**src/rtl/ft_register_file.sv**
```systemverilog
// Fault-tolerant 32-entry register file: duplicated copies with per-copy parity,
// read-time correction and a single-entry repair writeback. Optional FT_INJECT_EN adds fault-injection inputs.
module ft_register_file #(
    parameter int DATA_W = 32,
    parameter int CNT_W  = 8
) (
    input  logic              clk,
    input  logic              rst,
    input  logic [4:0]        A1,
    input  logic [4:0]        A2,
    input  logic [4:0]        A3,
    input  logic [DATA_W-1:0] WD3,
    input  logic              WE3,
    output logic [DATA_W-1:0] RD1,
    output logic [DATA_W-1:0] RD2,
    output logic              error_detected,
    output logic              uncorrectable,
    output logic              repair_busy,
    output logic [CNT_W-1:0]  err_count
`ifdef FT_INJECT_EN
    ,
    input  logic              inj_en,
    input  logic              inj_sel,
    input  logic [DATA_W-1:0] inj_mask
`endif
);

    typedef enum logic {IDLE, PEND} state_t;

    logic [DATA_W-1:0] copy_a_reg [32];
    logic [DATA_W-1:0] copy_b_reg [32];
    logic [31:0]       par_a_reg;
    logic [31:0]       par_b_reg;

    state_t            state_reg, state_next;
    logic [4:0]        rep_addr_reg, rep_addr_next;
    logic [DATA_W-1:0] rep_data_reg, rep_data_next;
    logic              repair_fire;
    logic              write_hit;
    logic              uncorrectable_reg;
    logic [CNT_W-1:0]  err_count_reg;

    // One resolver per read port; port_g[0] serves A1, port_g[1] serves A2.
    generate
        for (genvar gi = 0; gi < 2; gi++) begin : port_g
            logic [4:0]        addr;
            logic [DATA_W-1:0] val_a;
            logic [DATA_W-1:0] val_b;
            logic [DATA_W-1:0] data;
            logic              ok_a;
            logic              ok_b;
            logic              mism;
            logic              corr;
            logic              unc;

            assign addr  = (gi == 0) ? A1 : A2;
            assign val_a = copy_a_reg[addr];
            assign val_b = copy_b_reg[addr];
            assign ok_a  = ((^val_a) == par_a_reg[addr]);
            assign ok_b  = ((^val_b) == par_b_reg[addr]);
            assign mism  = (addr != 5'd0) && (val_a != val_b);
            assign corr  = mism && (ok_a != ok_b);
            assign unc   = mism && (ok_a == ok_b);
            // Copy B is only trusted when it alone passes parity.
            assign data  = (addr == 5'd0) ? '0 :
                           (mism && ok_b && !ok_a) ? val_b : val_a;
        end
    endgenerate

    assign RD1            = port_g[0].data;
    assign RD2            = port_g[1].data;
    assign error_detected = port_g[0].mism | port_g[1].mism;
    assign uncorrectable  = uncorrectable_reg;
    assign repair_busy    = (state_reg == PEND);
    assign err_count      = err_count_reg;
    assign write_hit      = WE3 && (A3 != 5'd0);

    always_comb begin
        state_next    = state_reg;
        rep_addr_next = rep_addr_reg;
        rep_data_next = rep_data_reg;
        repair_fire   = 1'b0;
        case (state_reg)
            IDLE: begin
                if (port_g[0].corr) begin
                    state_next    = PEND;
                    rep_addr_next = A1;
                    rep_data_next = port_g[0].data;
                end else if (port_g[1].corr) begin
                    state_next    = PEND;
                    rep_addr_next = A2;
                    rep_data_next = port_g[1].data;
                end
            end
            PEND: begin
                // The repair only uses the write port when the pipeline leaves it idle.
                if (!WE3) begin
                    repair_fire = 1'b1;
                    state_next  = IDLE;
                end else if (A3 == rep_addr_reg) begin
                    state_next  = IDLE;
                end
            end
            default: state_next = IDLE;
        endcase
    end

`ifdef FT_INJECT_EN
    logic [DATA_W-1:0] inj_base_a;
    logic [DATA_W-1:0] inj_base_b;

    // Injection lands on top of whatever this edge writes into the same entry.
    always_comb begin
        inj_base_a = copy_a_reg[A3];
        inj_base_b = copy_b_reg[A3];
        if (write_hit) begin
            inj_base_a = WD3;
            inj_base_b = WD3;
        end else if (repair_fire && (rep_addr_reg == A3)) begin
            inj_base_a = rep_data_reg;
            inj_base_b = rep_data_reg;
        end
    end
`endif

    always_ff @(posedge clk) begin
        if (rst) begin
            for (int i = 0; i < 32; i++) begin
                copy_a_reg[i] <= '0;
                copy_b_reg[i] <= '0;
            end
            par_a_reg <= '0;
            par_b_reg <= '0;
        end else begin
            if (repair_fire) begin
                copy_a_reg[rep_addr_reg] <= rep_data_reg;
                copy_b_reg[rep_addr_reg] <= rep_data_reg;
                par_a_reg[rep_addr_reg]  <= ^rep_data_reg;
                par_b_reg[rep_addr_reg]  <= ^rep_data_reg;
            end
            if (write_hit) begin
                copy_a_reg[A3] <= WD3;
                copy_b_reg[A3] <= WD3;
                par_a_reg[A3]  <= ^WD3;
                par_b_reg[A3]  <= ^WD3;
            end
`ifdef FT_INJECT_EN
            if (inj_en && (A3 != 5'd0)) begin
                if (!inj_sel) begin
                    copy_a_reg[A3] <= inj_base_a ^ inj_mask;
                end else begin
                    copy_b_reg[A3] <= inj_base_b ^ inj_mask;
                end
            end
`endif
        end
    end

    always_ff @(posedge clk) begin
        if (rst) begin
            state_reg         <= IDLE;
            rep_addr_reg      <= '0;
            rep_data_reg      <= '0;
            uncorrectable_reg <= 1'b0;
            err_count_reg     <= '0;
        end else begin
            state_reg    <= state_next;
            rep_addr_reg <= rep_addr_next;
            rep_data_reg <= rep_data_next;
            if (port_g[0].unc || port_g[1].unc) begin
                uncorrectable_reg <= 1'b1;
            end
            if (error_detected && (err_count_reg != '1)) begin
                err_count_reg <= err_count_reg + CNT_W'(1);
            end
        end
    end

endmodule

```
**config.mk**
```make
export PLATFORM = sky130hd
export DESIGN_NAME = ft_register_file
export DESIGN_NICKNAME = d
export VERILOG_FILES = /design/src/rtl/ft_register_file.sv
export SDC_FILE = /design/constraint.sdc
export NUM_CORES = 2
export LEC_CHECK = 0
export CAP_MARGIN = 0
export CORE_UTILIZATION = 57
export CTS_CLUSTER_DIAMETER = 150
export DETAILED_ROUTE_END_ITERATION = 10
export GPL_ROUTABILITY_DRIVEN = 0
export MAX_ROUTING_LAYER = met4
export PLACE_DENSITY = 0.8
export RECOVER_POWER = 50
export SETUP_SLACK_MARGIN = 0.5
export SLEW_MARGIN = 0
export SYNTH_ARGS = -nofsm -noshare
export SYNTH_HDL_FRONTEND = slang
export SYNTH_SLANG_ARGS = --single-unit
```
**constraint.sdc**
```tcl
create_clock -name clk -period 2.7 [get_ports clk]
set_input_delay 0.54 -clock clk [delete_from_list [all_inputs] [get_ports clk]]
set_output_delay 0.54 -clock clk [all_outputs]
set_load 0.02 [all_outputs]
```
==> results.txt <==
The growth of design area from synthesis to finish came out at 26.7%. The flow ran to the end, but the final reports show violations. The combinational fraction of design power came out at ~17%. The overall power consumption came out at 40600 uW. The die area came out at between 90000 and 100000 um^2.

Clock tree synthesis found a total of 1025 sinks. The Yosys step of the flow raised 0 warnings. The detailed-route vias per instance is around 7.4. The part of the total power dissipated in sequential elements came out at 46.4%. Clock tree synthesis inserted a total of about 100 buffers. The effective utilization at floorplan is 57.6%.

The remaining number of nets flagged by the antenna check after routing is 0. The switching power as a share of total power came out at 25.6%. The setup clock skew after layout is 0.0167 ns.

Counting instances, the worst hold path has a depth of 1. The length in cells of the worst reg-to-reg path came out at 6. In this run the clock root is driven by a sky130_fd_sc_hd__clkbuf_16. The global-route wire length before repair is ~270000 um.

The flip-flop count of the largest register, all copies and words added came out at 1024. Max-cap violations in this run came to 0. The sum of routed wire length over all layers is between 150000 and 200000 um. The power dissipated by switching net loads is 10400 uW. The initial antenna violation count came out at 1. Setup repair after global routing could not meet its margin everywhere.

Among all flip-flop cells after synthesis, the most frequent one is sky130_fd_sc_hd__edfxtp_1. The all-layer global routing usage came out at 42.0%. The die span in y is 304 um.

The final reports fail on DRC, setup timing. Final hold analysis gives a worst-case slack of 0.521 ns. The final period utilization came out at 123%. For the worst setup path, the data required time is approximately 2.2 ns. The share of flip-flops with an asynchronous set or reset after synthesis is 0%. The pin slew with the least headroom to its limit came out at 1.01 ns.

After detailed routing, the number of remaining DRC violations is 1. The total power divided by cell area came out at a little over 600 nW/um^2. The worst slew slack as a fraction of its limit is 32.9%.

The part of the Yosys area used for sequential elements is 59.3%. The sum of overflow across all layers after global routing came out at 0. The classification of the worst-slack hold path is reg2reg. TritonCTS built the clock tree. The maximum ir drop on the vdd rail came out at roughly 660 uV.

Yosys mapped a number of flops with a built-in enable equal to roughly 1000. The internal power is roughly 30000 uW. The region available for standard cell placement spans 90100 um^2. Across all setup checks in the final design, the least slack found is -0.623 ns. The post-layout utilization of the core came out at approximately 73%. After detailed placement, the design holds a cell count of approximately 5000. The average routed wire per standard cell is 35.7 um.

In this run the deepest clock path goes through 3 buffers. The half-perimeter wire length after placement is 113000 um. The post-cts hold buffer count came out at 0.

The number of standard-cell rows in the floorplan is 110. The flop and latch count out of synthesis is about 1000. For this block, the initial DRC count from the detailed router was 7060.

After clock tree synthesis, the clock-pin slew on the worst setup and hold paths is 0.06 ns. The level count of the clock H-tree came out at 3. STA classifies the critical path endpoint as a primary output. The total count of max-transition violations in the final report came to 0. The via count of the first global-routing pass came out at around 41000. The maximum number of pins on one net before global-route repair came out at 36. The setup path with the least slack is of type reg2out. The analysis attributes to cell leakage a power of ~0.022 uW. The hold violation total from the final report is 0. The number of I/O pins came out at 125. In the final layout, the share of cells above drive strength 1 is 38.0%. The number of cells in the finished layout apart from fillers is 5320. The number of nets in the layout came out at 4112. The count of fill cells added during filler insertion came out at 5006.

The clock network fraction of design power came out at 37.1%. The data arrival time at the worst-slack endpoint is 2.78 ns. The length of the first detailed-routing pass in iterations is 10. Leaving out fill and tap cells, the most frequent cell in the layout is sky130_fd_sc_hd__edfxtp_1. The library cells used most frequently in the layout, excluding fill and tap cells, are 1024 x sky130_fd_sc_hd__edfxtp_1, 1000 x sky130_fd_sc_hd__nor2_1, 461 x sky130_fd_sc_hd__mux4_2. Subtracting the final worst setup slack from the clock period gives 3.32 ns. In the synthesized netlist, the number of instances is 3580. The peak fanout along the critical path came out at 2. After routing the design area is 65800 um^2. For this block, the via count after detailed routing is 39200. The netlist area before placement came out at 51900 um^2.

The count of unique library cells instantiated by Yosys came out at 40. In this run the mean area of a mapped cell was 14.5 um^2. The insertion delay to the later sink of the worst-skew pair came out at 0.68 ns. The achievable clock frequency is 301 MHz. The number of port buffers came out at approximately 110. The category of the worst setup path launch point is a flop. Setup violations remaining at the end of the flow were counted as approximately 1200. The floorplan die width came out at 304 um. The placed cell area came out at 60700 um^2.
metal layers:
metal	global-route usage, %	share of wire [%]
met1	49.8	29
met2	61.9	45
met3	11.5	16
met4	31.3	9.2
met5	-	0
Yosys cell counts (4+ instances only):
cell type,count,share of area (%)
sky130_fd_sc_hd__nand2_1,70,0.51
sky130_fd_sc_hd__nor4_1,5,0.060
sky130_fd_sc_hd__nand3b_1,4,0.058
sky130_fd_sc_hd__a32o_1,4,0.077
sky130_fd_sc_hd__a211oi_1,44,0.64
sky130_fd_sc_hd__nand2b_1,42,0.51
sky130_fd_sc_hd__buf_2,70,0.67
sky130_fd_sc_hd__a22oi_1,16,0.23
sky130_fd_sc_hd__o221ai_1,28,0.47
sky130_fd_sc_hd__a22o_1,59,1.0
sky130_fd_sc_hd__mux4_2,461,20
sky130_fd_sc_hd__mux2_2,33,0.72
sky130_fd_sc_hd__mux2i_1,157,3.0
sky130_fd_sc_hd__o22ai_1,81,0.98
sky130_fd_sc_hd__and2_1,5,0.060
sky130_fd_sc_hd__nor2_1,1003,7.3
sky130_fd_sc_hd__nor2b_1,23,0.28
sky130_fd_sc_hd__buf_4,35,0.51
sky130_fd_sc_hd__buf_6,4,0.087
sky130_fd_sc_hd__nor3_1,59,0.57
sky130_fd_sc_hd__clkbuf_1,274,2.0
sky130_fd_sc_hd__a21oi_1,8,0.077
sky130_fd_sc_hd__edfxtp_1,1024,59
sky130_fd_sc_hd__a2111oi_0,31,0.52
sky130_fd_sc_hd__buf_1,18,0.13
worst paths after layout:
kind | slack [ns] | start | end
worst max-delay path | -0.62 | copy_b_reg[18][15]$_SDFFCE_PN0P_ | RD1[15]
worst min-delay path | 0.52 | repair_busy$_SDFF_PP0_ | repair_busy$_SDFF_PP0_
worst max register to register | 0.74 | repair_busy$_SDFF_PP0_ | copy_b_reg[12][4]$_SDFFCE_PN0P_
worst min register to register | 0.52 | repair_busy$_SDFF_PP0_ | repair_busy$_SDFF_PP0_
critical path, cell delays in order (launching register included):
cell and delay (ns):
sky130_fd_sc_hd__edfxtp_1 0.44, sky130_fd_sc_hd__mux4_2 0.55, sky130_fd_sc_hd__mux4_2 0.65, sky130_fd_sc_hd__o22ai_4 0.23, sky130_fd_sc_hd__nor3_4 0.09, sky130_fd_sc_hd__buf_6 0.14
kinds of logic (layout without fill, tap and decap cells):
kind of cell	Yosys count	in the layout	synth area share, %
AO/OA/AOI/OAI	279	279	4.16
buffers and inverters	403	925	3.39
flip-flops	1025	1025	59.3
multiplexers	651	651	23.7
other	1	43	0.00722
AND/OR/NAND/NOR	1221	1221	9.43
power groups by stage:
stage               registers [uW]  logic (uW)  clock network (uW)
finish                       18900        6700               15100
CTS                          18800        6500               14900
global route                 18900        6770               15500
global placement             19000        5820                   0
floorplan                    18900        3600                   0
detailed placement           19100        5910                   0
metrics by stage:
step	worst slack, ns	setup TNS (ns)
after floorplan	0.138	0
after global placement	-1.44	-61.88
after detailed placement	-1.50	-66.31
after CTS	-0.516	-22.43
after global routing	-0.605	-154.59
final	-0.623	-234.73
timing repair:
action,4_1_cts,5_1_grt
pin swaps,124,55
resized for setup,536,42
cloned,11,0
setup endpoints to repair,65,67
setup buffers,79,19
layout make-up:
type,instances,area (um^2),share of cell area (%)
clock buffer,118,2680,4.07
clock inverter,67,785,1.19
antenna,1,2.50,0.00380
tap,1176,1470,2.24
multi-input combinational,2193,22300,33.8
timing repair buffer,738,7830,11.9
sequential,1025,30800,46.8
inverter,2,10.0,0.0152
No activity file was read; power rests on OpenSTA's default activity.
